==> src/rtl/mips_pkg.sv <==
// Shared MIPS R-type constants: opcode/funct encodings, instruction field positions
// and a classifier used by the decode stage and the ALU.
package mips_pkg;

    localparam logic [5:0] OPCODE_RTYPE = 6'h00;

    localparam logic [5:0] FUNCT_SLL = 6'h00;
    localparam logic [5:0] FUNCT_SRL = 6'h02;
    localparam logic [5:0] FUNCT_SRA = 6'h03;
    localparam logic [5:0] FUNCT_ADD = 6'h20;
    localparam logic [5:0] FUNCT_SUB = 6'h22;
    localparam logic [5:0] FUNCT_AND = 6'h24;
    localparam logic [5:0] FUNCT_OR  = 6'h25;
    localparam logic [5:0] FUNCT_XOR = 6'h26;
    localparam logic [5:0] FUNCT_NOR = 6'h27;

    localparam int OPCODE_MSB = 31;
    localparam int OPCODE_LSB = 26;
    localparam int RS_MSB     = 25;
    localparam int RS_LSB     = 21;
    localparam int RT_MSB     = 20;
    localparam int RT_LSB     = 16;
    localparam int RD_MSB     = 15;
    localparam int RD_LSB     = 11;
    localparam int SHAMT_MSB  = 10;
    localparam int SHAMT_LSB  = 6;
    localparam int FUNCT_MSB  = 5;
    localparam int FUNCT_LSB  = 0;

    typedef enum logic [1:0] {
        OP_ILLEGAL = 2'd0,
        OP_ARITH   = 2'd1,
        OP_SHIFT   = 2'd2
    } op_class_e;

    function automatic op_class_e classify(input logic [5:0] opcode, input logic [5:0] funct);
        op_class_e cls;
        cls = OP_ILLEGAL;
        if (opcode == OPCODE_RTYPE) begin
            case (funct)
                FUNCT_SLL, FUNCT_SRL, FUNCT_SRA: cls = OP_SHIFT;
                FUNCT_ADD, FUNCT_SUB, FUNCT_AND,
                FUNCT_OR,  FUNCT_XOR, FUNCT_NOR: cls = OP_ARITH;
                default:                         cls = OP_ILLEGAL;
            endcase
        end else begin
            cls = OP_ILLEGAL;
        end
        return cls;
    endfunction

endpackage

==> src/rtl/regfile_r0.sv <==
// Architectural register file: two async read ports, one sync write port,
// r0 reads as zero, and write-to-read bypass on both ports.
module regfile_r0 #(
    parameter int DATA_WIDTH = 8,
    parameter int ADDR_WIDTH = 5
) (
    input  logic                  clk,
    input  logic                  rst,
    input  logic                  wr_en,
    input  logic [ADDR_WIDTH-1:0] wr_addr,
    input  logic [DATA_WIDTH-1:0] wr_data,
    input  logic [ADDR_WIDTH-1:0] rd_addr0,
    input  logic [ADDR_WIDTH-1:0] rd_addr1,
    output logic [DATA_WIDTH-1:0] rd_data0,
    output logic [DATA_WIDTH-1:0] rd_data1
);

    localparam int NUM_REGS = 1 << ADDR_WIDTH;

    logic [DATA_WIDTH-1:0] mem_r [NUM_REGS];
    logic                  wr_live_s;

    assign wr_live_s = wr_en && (wr_addr != {ADDR_WIDTH{1'b0}});

    // Register array storage; index 0 is never written.
    always_ff @(posedge clk) begin
        if (rst) begin
            for (int i = 0; i < NUM_REGS; i++) begin
                mem_r[i] <= {DATA_WIDTH{1'b0}};
            end
        end else if (wr_live_s) begin
            mem_r[wr_addr] <= wr_data;
        end
    end

    // Read port 0 with r0 forcing and same-cycle bypass.
    always_comb begin
        rd_data0 = {DATA_WIDTH{1'b0}};
        if (rd_addr0 == {ADDR_WIDTH{1'b0}}) begin
            rd_data0 = {DATA_WIDTH{1'b0}};
        end else if (wr_live_s && (wr_addr == rd_addr0)) begin
            rd_data0 = wr_data;
        end else begin
            rd_data0 = mem_r[rd_addr0];
        end
    end

    // Read port 1 with r0 forcing and same-cycle bypass.
    always_comb begin
        rd_data1 = {DATA_WIDTH{1'b0}};
        if (rd_addr1 == {ADDR_WIDTH{1'b0}}) begin
            rd_data1 = {DATA_WIDTH{1'b0}};
        end else if (wr_live_s && (wr_addr == rd_addr1)) begin
            rd_data1 = wr_data;
        end else begin
            rd_data1 = mem_r[rd_addr1];
        end
    end

endmodule

==> src/rtl/id_stage_r0.sv <==
// R-type decode and operand fetch feeding alu_r0 through a single-entry
// valid/ready output register; held operands track late writebacks.
module id_stage_r0
    import mips_pkg::*;
#(
    parameter int DATA_WIDTH     = 8,
    parameter int CTRL_WIDTH     = 6,
    parameter int SHAMT_WIDTH    = 5,
    parameter int REG_ADDR_WIDTH = 5,
    parameter int INSTR_WIDTH    = 32
) (
    input  logic                        clk,
    input  logic                        rst,
    input  logic                        instrValid,
    input  logic [INSTR_WIDTH-1:0]      instr,
    output logic                        instrReady,
    input  logic                        wbEn,
    input  logic [REG_ADDR_WIDTH-1:0]   wbAddr,
    input  logic [DATA_WIDTH-1:0]       wbData,
    output logic                        outValid,
    input  logic                        outReady,
    output logic [2*DATA_WIDTH-1:0]     dataOut,
    output logic [CTRL_WIDTH-1:0]       ctrl,
    output logic [SHAMT_WIDTH-1:0]      shamt,
    output logic [REG_ADDR_WIDTH-1:0]   destAddr,
    output logic                        illegal
);

    logic [5:0]                opcode_s;
    logic [CTRL_WIDTH-1:0]     funct_s;
    logic [REG_ADDR_WIDTH-1:0] rs_s;
    logic [REG_ADDR_WIDTH-1:0] rt_s;
    logic [REG_ADDR_WIDTH-1:0] rd_s;
    logic [SHAMT_WIDTH-1:0]    shamt_field_s;
    op_class_e                 class_s;

    logic [REG_ADDR_WIDTH-1:0] src0_s;
    logic [REG_ADDR_WIDTH-1:0] src1_s;
    logic [SHAMT_WIDTH-1:0]    shamt_next_s;
    logic [REG_ADDR_WIDTH-1:0] dest_next_s;
    logic                      illegal_next_s;
    logic [DATA_WIDTH-1:0]     rd_data0_s;
    logic [DATA_WIDTH-1:0]     rd_data1_s;
    logic                      accept_s;
    logic                      wb_live_s;

    logic                      out_valid_r;
    logic [2*DATA_WIDTH-1:0]   data_r;
    logic [CTRL_WIDTH-1:0]     ctrl_r;
    logic [SHAMT_WIDTH-1:0]    shamt_r;
    logic [REG_ADDR_WIDTH-1:0] dest_r;
    logic                      illegal_r;
    logic [REG_ADDR_WIDTH-1:0] src0_r;
    logic [REG_ADDR_WIDTH-1:0] src1_r;

    assign opcode_s      = instr[OPCODE_MSB:OPCODE_LSB];
    assign funct_s       = instr[FUNCT_MSB:FUNCT_LSB];
    assign rs_s          = instr[RS_MSB:RS_LSB];
    assign rt_s          = instr[RT_MSB:RT_LSB];
    assign rd_s          = instr[RD_MSB:RD_LSB];
    assign shamt_field_s = instr[SHAMT_MSB:SHAMT_LSB];
    assign class_s       = classify(opcode_s, funct_s);

    assign instrReady = !out_valid_r || outReady;
    assign accept_s   = instrValid && instrReady;
    assign wb_live_s  = wbEn && (wbAddr != {REG_ADDR_WIDTH{1'b0}});

    // Operand selection and field decode; shifts read rt into slot0 and r0 into slot1.
    always_comb begin
        src0_s         = rs_s;
        src1_s         = rt_s;
        shamt_next_s   = {SHAMT_WIDTH{1'b0}};
        dest_next_s    = rd_s;
        illegal_next_s = 1'b0;
        case (class_s)
            OP_SHIFT: begin
                src0_s       = rt_s;
                src1_s       = {REG_ADDR_WIDTH{1'b0}};
                shamt_next_s = shamt_field_s;
            end
            OP_ARITH: begin
                src0_s = rs_s;
                src1_s = rt_s;
            end
            OP_ILLEGAL: begin
                dest_next_s    = {REG_ADDR_WIDTH{1'b0}};
                illegal_next_s = 1'b1;
            end
            default: begin
                dest_next_s    = {REG_ADDR_WIDTH{1'b0}};
                illegal_next_s = 1'b1;
            end
        endcase
    end

    regfile_r0 #(
        .DATA_WIDTH (DATA_WIDTH),
        .ADDR_WIDTH (REG_ADDR_WIDTH)
    ) u_regfile (
        .clk      (clk),
        .rst      (rst),
        .wr_en    (wbEn),
        .wr_addr  (wbAddr),
        .wr_data  (wbData),
        .rd_addr0 (src0_s),
        .rd_addr1 (src1_s),
        .rd_data0 (rd_data0_s),
        .rd_data1 (rd_data1_s)
    );

    // Output holding register: load on accept, refresh operands while stalled, drain otherwise.
    always_ff @(posedge clk) begin
        if (rst) begin
            out_valid_r <= 1'b0;
            data_r      <= {(2*DATA_WIDTH){1'b0}};
            ctrl_r      <= {CTRL_WIDTH{1'b0}};
            shamt_r     <= {SHAMT_WIDTH{1'b0}};
            dest_r      <= {REG_ADDR_WIDTH{1'b0}};
            illegal_r   <= 1'b0;
            src0_r      <= {REG_ADDR_WIDTH{1'b0}};
            src1_r      <= {REG_ADDR_WIDTH{1'b0}};
        end else if (accept_s) begin
            out_valid_r <= 1'b1;
            data_r      <= {rd_data1_s, rd_data0_s};
            ctrl_r      <= funct_s;
            shamt_r     <= shamt_next_s;
            dest_r      <= dest_next_s;
            illegal_r   <= illegal_next_s;
            src0_r      <= src0_s;
            src1_r      <= src1_s;
        end else if (out_valid_r && !outReady) begin
            if (wb_live_s && (wbAddr == src0_r)) begin
                data_r[DATA_WIDTH-1:0] <= wbData;
            end
            if (wb_live_s && (wbAddr == src1_r)) begin
                data_r[2*DATA_WIDTH-1:DATA_WIDTH] <= wbData;
            end
        end else begin
            out_valid_r <= 1'b0;
        end
    end

    assign outValid = out_valid_r;
    assign dataOut  = data_r;
    assign ctrl     = ctrl_r;
    assign shamt    = shamt_r;
    assign destAddr = dest_r;
    assign illegal  = illegal_r;

endmodule

==> config.mk <==
export PLATFORM = sky130hd
export DESIGN_NAME = id_stage_r0
export DESIGN_NICKNAME = d
export VERILOG_FILES = /design/src/rtl/mips_pkg.sv /design/src/rtl/regfile_r0.sv /design/src/rtl/id_stage_r0.sv
export SDC_FILE = /design/constraint.sdc
export NUM_CORES = 1
export LEC_CHECK = 0
export ABC_AREA = 1
export CORE_MARGIN = 10
export CORE_UTILIZATION = 40
export DETAILED_ROUTE_END_ITERATION = 6
export GPL_TIMING_DRIVEN = 1
export SYNTH_ARGS = -nofsm -noshare
export SYNTH_HDL_FRONTEND = slang
export SYNTH_SLANG_ARGS = --single-unit
==> constraint.sdc <==
create_clock -name clk -period 7.65 [get_ports clk]
set_clock_uncertainty 0.2 [all_clocks]
set_input_delay 1.53 -clock clk [delete_from_list [all_inputs] [get_ports clk]]
set_output_delay 1.53 -clock clk [all_outputs]
set_load 0.02 [all_outputs]
==> results of run 1 <==
## critical path, cell delays in order
cell and delay [ns]:
clkdlybuf4s50_1 0.40, nor4_1 0.28, nor3b_1 0.28, nand4_1 0.13
ha_1 0.20, buf_4 0.20, inv_2 0.19, nand2_1 0.08
nand2_1 0.55, nand2_1 0.31, nor2_1 1.05, nand2_1 0.13
nand3_1 0.15, nor2_1 0.09, nand2_1 0.18, nand3_1 0.16
nand2_1 0.12, a21oi_1 0.06
## registers in the layout (all words and copies together) (netlist names)
register and cells:
ctrl 6, illegal 1, destAddr 5, src0_r 5, shamt 5, dataOut 16, u_regfile.mem_r 256, outValid 1
src1_r 5
## cell usage after synthesis (2+ instances only)
cell and number:
nor2_1 334, buf_2 53, inv_1 106, nand2_2 5
nand3b_1 2, dfxtp_1 44, clkbuf_1 64, o21ai_0 92
nor4_1 2, a31oi_1 8, nor2_2 3, o211ai_1 22
nor2_4 2, xor2_1 9, a22oi_1 5, edfxtp_1 256
nand3_1 352, buf_4 6, clkinv_1 5, a211oi_1 2
o21ai_1 6, nand4_1 4, buf_1 12, a21oi_1 84
o22ai_1 2, nor3_1 10, nand2_1 606, inv_2 9
## kinds of logic (layout without fill, tap and decap cells)
logic type	Yosys count	after routing	share of synthesized area
AO/OA/AOI/OAI	224	224	0.0742
adder cells (fa/ha/maj)	1	1	0.000762
buffers and inverters	256	295	0.0644
XOR/XNOR	10	10	0.00533
flip-flops	300	300	0.522
AND/OR/NAND/NOR	1322	1322	0.334
other	1	8	0.000228
## per-layer routing
metal  up-vias  track usage  routed length [um]
met3       143       0.0470                6140
li1       7081            -                   -
met1      7368        0.337               26500
met4         0       0.0992                2240
met5         -            0                   0
met2       897        0.374               27900
## how the worst min path moves through the flow
stage / endpoint / slack, ns
after floorplan: src1_r[3] / 0.28
after detailed placement: shamt[4] / 0.26
after global routing: shamt[4] / 0.30
final: shamt[4] / 0.27
after global placement: shamt[3] / 0.26
after CTS: shamt[4] / 0.27
## per-stage QoR
stage | worst slack [ns] | hold slack [ns] | power, mW
after floorplan | 3.72 | 0.281 | 2.27
after CTS | 1.99 | 0.272 | 4.14
after global placement | 1.44 | 0.256 | 2.52
after global routing | 1.55 | 0.296 | 4.27
final | 1.77 | 0.268 | 4.14
after detailed placement | 1.43 | 0.264 | 2.52
## cell type report
cell class,instances,area share
multi-input cells,1565,0.366
well taps,532,0.0356
inverters,120,0.0241
clock buffers,40,0.0490
flip-flops and latches,300,0.458
clock inverters,23,0.00997
repair buffers,112,0.0573
## where the power goes
group	switching [mW]	internal, mW
combinational	0.411	0.165
clock	0.704	0.932
sequential	0.0590	1.87
total	1.17	2.96
==> results.json, run 1 <==
{
  "min_path_cells": 2,
  "cts_resized": 0,
  "die_width_um": 223,
  "slew_viol_final": 0,
  "firstDrtPassIters": 6,
  "holdBufCountCts": 0,
  "cts_buffers": 35,
  "worstHoldPathType": "flop to flop",
  "grt_pass1_wl_um": 93600,
  "max_slew_margin": 0.141,
  "root_buffer": "clkbuf_16",
  "yosysWarnings": 0,
  "period_minus_slack_ns": 5.88,
  "yosysTopAreaCellShare": 0.468,
  "grt_max_degree": 91,
  "cp-end-kind": "flop",
  "synth_edf_count": 256,
  "required_ns": 7.88,
  "ys_seq_elements": 300,
  "antenna_cells": 0,
  "antenna_found_initial": 0,
  "worst_pin_slew_ns": 1.28,
  "nNetsFinal": 2185,
  "avgSynthCellArea_um2": 7.77,
  "layout_common_cells": "nand2_1 (604), nand3_1 (352), nor2_1 (334), edfxtp_1 (256), inv_1 (105)",
  "status": "completed",
  "core_area_um2": 40700,
  "hpwl_um": 41000,
  "area_delta_synth_final_pct": 13.9,
  "powerDensity_nw_per_um2": 221,
  "num_rows": 74,
  "fill_cells": 4040,
  "rsz0062_at_grt": "false",
  "cp-endpoint": "dataOut[4]",
  "start_kind": "input port",
  "crit_arrival_ns": 6.11,
  "reg2reg_slack_ns": 5.33,
  "yosys.area.top_type": "edfxtp_1",
  "fin_util": 0.459,
  "place_congestion": 1.02,
  "peakVddDrop_mv": 0.113,
  "mostFrequentLayoutCell": "nand2_1",
  "critical_path_class": "input port to flop",
  "fin_setup_tns_ns": 0,
  "grt_util_all_layers": 0.246,
  "clkTransAtPathRegs_ns": 0.06,
  "place_inst": 2629,
  "synth_area_um2": 16400,
  "grt-ovfl-total": 0,
  "cts_tree": "done",
  "routed_wl_um": 62700,
  "critPathMaxFanout": 15,
  "finalNonFillerCells": 2692,
  "r2r-end": "dataOut[12]",
  "maxCapViolations": 0,
  "p_leak_nw": 7.64,
  "grt_pass1_vias": 14510,
  "synthTopCellsByArea": "edfxtp_1 (47%), nand2_1 (14%), nand3_1 (11%), nor2_1 (7.6%), dfxtp_1 (5.4%)",
  "avgRoutedWirePerCell_um": 23.3,
  "drc": 0,
  "finalSetupViolCount": 0,
  "multi_input_area_um2": 6850,
  "synthCells": 2114,
  "startpoint": "instr[29]",
  "worstReg2RegStart": "outValid",
  "vias_per_cell": 5.75,
  "io_pins": 85,
  "port_buffers": 84,
  "dieArea_um2": 49600,
  "ant_nets": 0,
  "synth_flop_cell": "edfxtp_1",
  "post_cts_buffers": 0,
  "hold_viol": 0,
  "worst_r2r_path_depth": 9,
  "async_reset_ff_frac": 0,
  "drive_gt1_frac": 0.0481,
  "hold_start": "shamt[4]",
  "die_h_um": 223,
  "drtIter0Drc": 2003,
  "clkSinkCount": 300,
  "ys_types": 37,
  "max-clock-path-buffers": 3,
  "stdcell_area_um2": 18700,
  "dr_total_vias": 15489,
  "regArea_um2": 8570,
  "clock_latency_ns": 0.57,
  "post-route-period-util": 0.768,
  "start_util": 0.403,
  "max_freq_mhz": 170,
  "ys_seq_area_frac": 0.522,
  "cts_max_level": 2,
  "dpl_cell_area_um2": 17600
}
No activity file was read; power rests on OpenSTA's default activity.
==> inputs of run 2 (changes only) <==
==> constraint.sdc (replaced) <==
create_clock -name clk -period 5.3 [get_ports clk]
set_clock_uncertainty 0.2 [all_clocks]
set_input_delay 1.06 -clock clk [delete_from_list [all_inputs] [get_ports clk]]
set_output_delay 1.06 -clock clk [all_outputs]
set_load 0.02 [all_outputs]
==> results.json, run 2 (synthesis gave the netlist of run 1 again) <==
{
  "required_ns": 5.54,
  "hold_viol": 0,
  "vias_per_cell": 5.81,
  "max-clock-path-buffers": 3,
  "antenna_cells": 0,
  "cp-end-kind": "flop",
  "p_leak_nw": 7.75,
  "max_slew_margin": 0.190,
  "post_cts_buffers": 0,
  "dpl_cell_area_um2": 17800,
  "clkSinkCount": 300,
  "grt_max_degree": 71,
  "drive_gt1_frac": 0.0570,
  "post-route-period-util": 0.866,
  "core_area_um2": 40700,
  "port_buffers": 84,
  "area_delta_synth_final_pct": 14.9,
  "finalPower_mw": 5.97,
  "routed_wl_um": 64000,
  "status": "completed",
  "die_width_um": 223,
  "grt_util_all_layers": 0.249,
  "antenna_found_initial": 0,
  "start_util": 0.403,
  "finalNonFillerCells": 2708,
  "num_rows": 74,
  "largest_register": "u_regfile.mem_r",
  "cp_cell_sequence": "clkdlybuf4s50_1 -> nor4_1 -> nor3b_1 -> nand4_1 -> ha_1 -> inv_2 -> nand2_1 -> nand2_1 -> nand2_1 -> nor2_1 -> nand3_1 -> nand2_1 -> a31oi_1 -> nand2_1 -> a21oi_1",
  "setup_ws_ns": 0.708,
  "dieArea_um2": 49600,
  "start_kind": "input port",
  "clkTransAtPathRegs_ns": 0.06,
  "hold_start": "shamt[3]",
  "clock_latency_ns": 0.56,
  "worst_pin_slew_ns": 1.21,
  "cts_buffers": 35,
  "cts_max_level": 2,
  "layout_common_cells": "nand2_1 (604), nand3_1 (352), nor2_1 (334), edfxtp_1 (256), inv_1 (105)",
  "place_congestion": 0.982,
  "mostFrequentLayoutCell": "nand2_1",
  "slew_viol_final": 0,
  "cp_top_family": "simple AND/OR/NAND/NOR gates",
  "finalSetupViolCount": 0,
  "worstHoldPathType": "flop to flop",
  "nNetsFinal": 2203,
  "crit_top_cell": "nand2_1",
  "avgRoutedWirePerCell_um": 23.6,
  "drc": 0,
  "io_pins": 85,
  "dp_slack_ns": 0.312,
  "largest_reg_flops": 256,
  "crit_buf_inv": 2,
  "crit_arrival_ns": 4.83,
  "maxCapViolations": 0,
  "die_h_um": 223,
  "cts_tree": "done",
  "hpwl_um": 43300,
  "worstReg2RegStart": "outValid",
  "stdcell_area_um2": 18900,
  "period_minus_slack_ns": 4.59,
  "rsz0062_at_grt": "false",
  "peakVddDrop_mv": 0.161,
  "drtIter0Drc": 2265,
  "slowest_delay_ns": 0.94,
  "firstDrtPassIters": 6,
  "dr_total_vias": 15731,
  "max_freq_mhz": 218,
  "cts_resized": 0,
  "powerDensity_nw_per_um2": 316,
  "root_buffer": "clkbuf_16",
  "grt-ovfl-total": 0,
  "holdBufCountCts": 0,
  "startpoint": "instr[28]",
  "grt_pass1_wl_um": 94500,
  "fin_setup_tns_ns": 0,
  "grt_pass1_vias": 14564,
  "slowest_stage": "nor2_1",
  "place_inst": 2647,
  "critical_path_class": "input port to flop",
  "ant_nets": 0,
  "critPathMaxFanout": 15
}
## run 2: changes by cell type in the layout (fill, tap and decap cells not counted), sizes merged
cell and delta:
clkinv -3, bufinv -1, clkbuf +3, buf +18
clkinvlp -1
## run 2: cell type report
type | count | area (um^2)
well taps | 532 | 666
flip-flops and latches | 300 | 8570
clock inverters | 18 | 123
multi-input cells | 1565 | 6850
repair buffers | 130 | 1270
inverters | 120 | 450
clock buffers | 43 | 958
fillers | 4083 | 21900
## run 2: routing by layer
metal | part of all wire | GRT usage | vias up
li1 | - | - | 7113
met1 | 0.41 | 0.339 | 7534
met2 | 0.45 | 0.384 | 926
met3 | 0.10 | 0.0490 | 158
met4 | 0.038 | 0.0933 | 0
met5 | 0 | 0 | -
## run 2: path summary, 6_finish.rpt
path                      to  slack [ns]  cells after the start
setup / recovery  dataOut[6]        0.71                     15
hold / removal      shamt[3]        0.28                      2
setup reg to reg  dataOut[8]        2.87                      9
hold reg to reg     shamt[3]        0.28                      2
## run 2: worst register-to-register path, delay by kind of cell (launching register included)
family | cells | cell delay (ns)
AOI/OAI and AO/OA | 3 | 1.03
buffers and inverters | 3 | 0.60
DFF | 1 | 0.31
and+or+nand+nor | 3 | 0.24
## run 2: power by group
group          internal [mW]  switching [mW]
Combinational          0.249           0.605
Clock                   1.33            1.01
Sequential              2.69          0.0822
## run 2: metrics by stage
| step | hold WS, ns | utilization |
|---|---|---|
| 2_1_floorplan | 0.281 | - |
| 5_1_grt | 0.295 | 0.463 |
| 3_3_place_gp | 0.256 | 0.437 |
| 4_1_cts | 0.277 | 0.463 |
| 3_5_place_dp | 0.265 | 0.437 |
| 6_report | 0.278 | 0.463 |
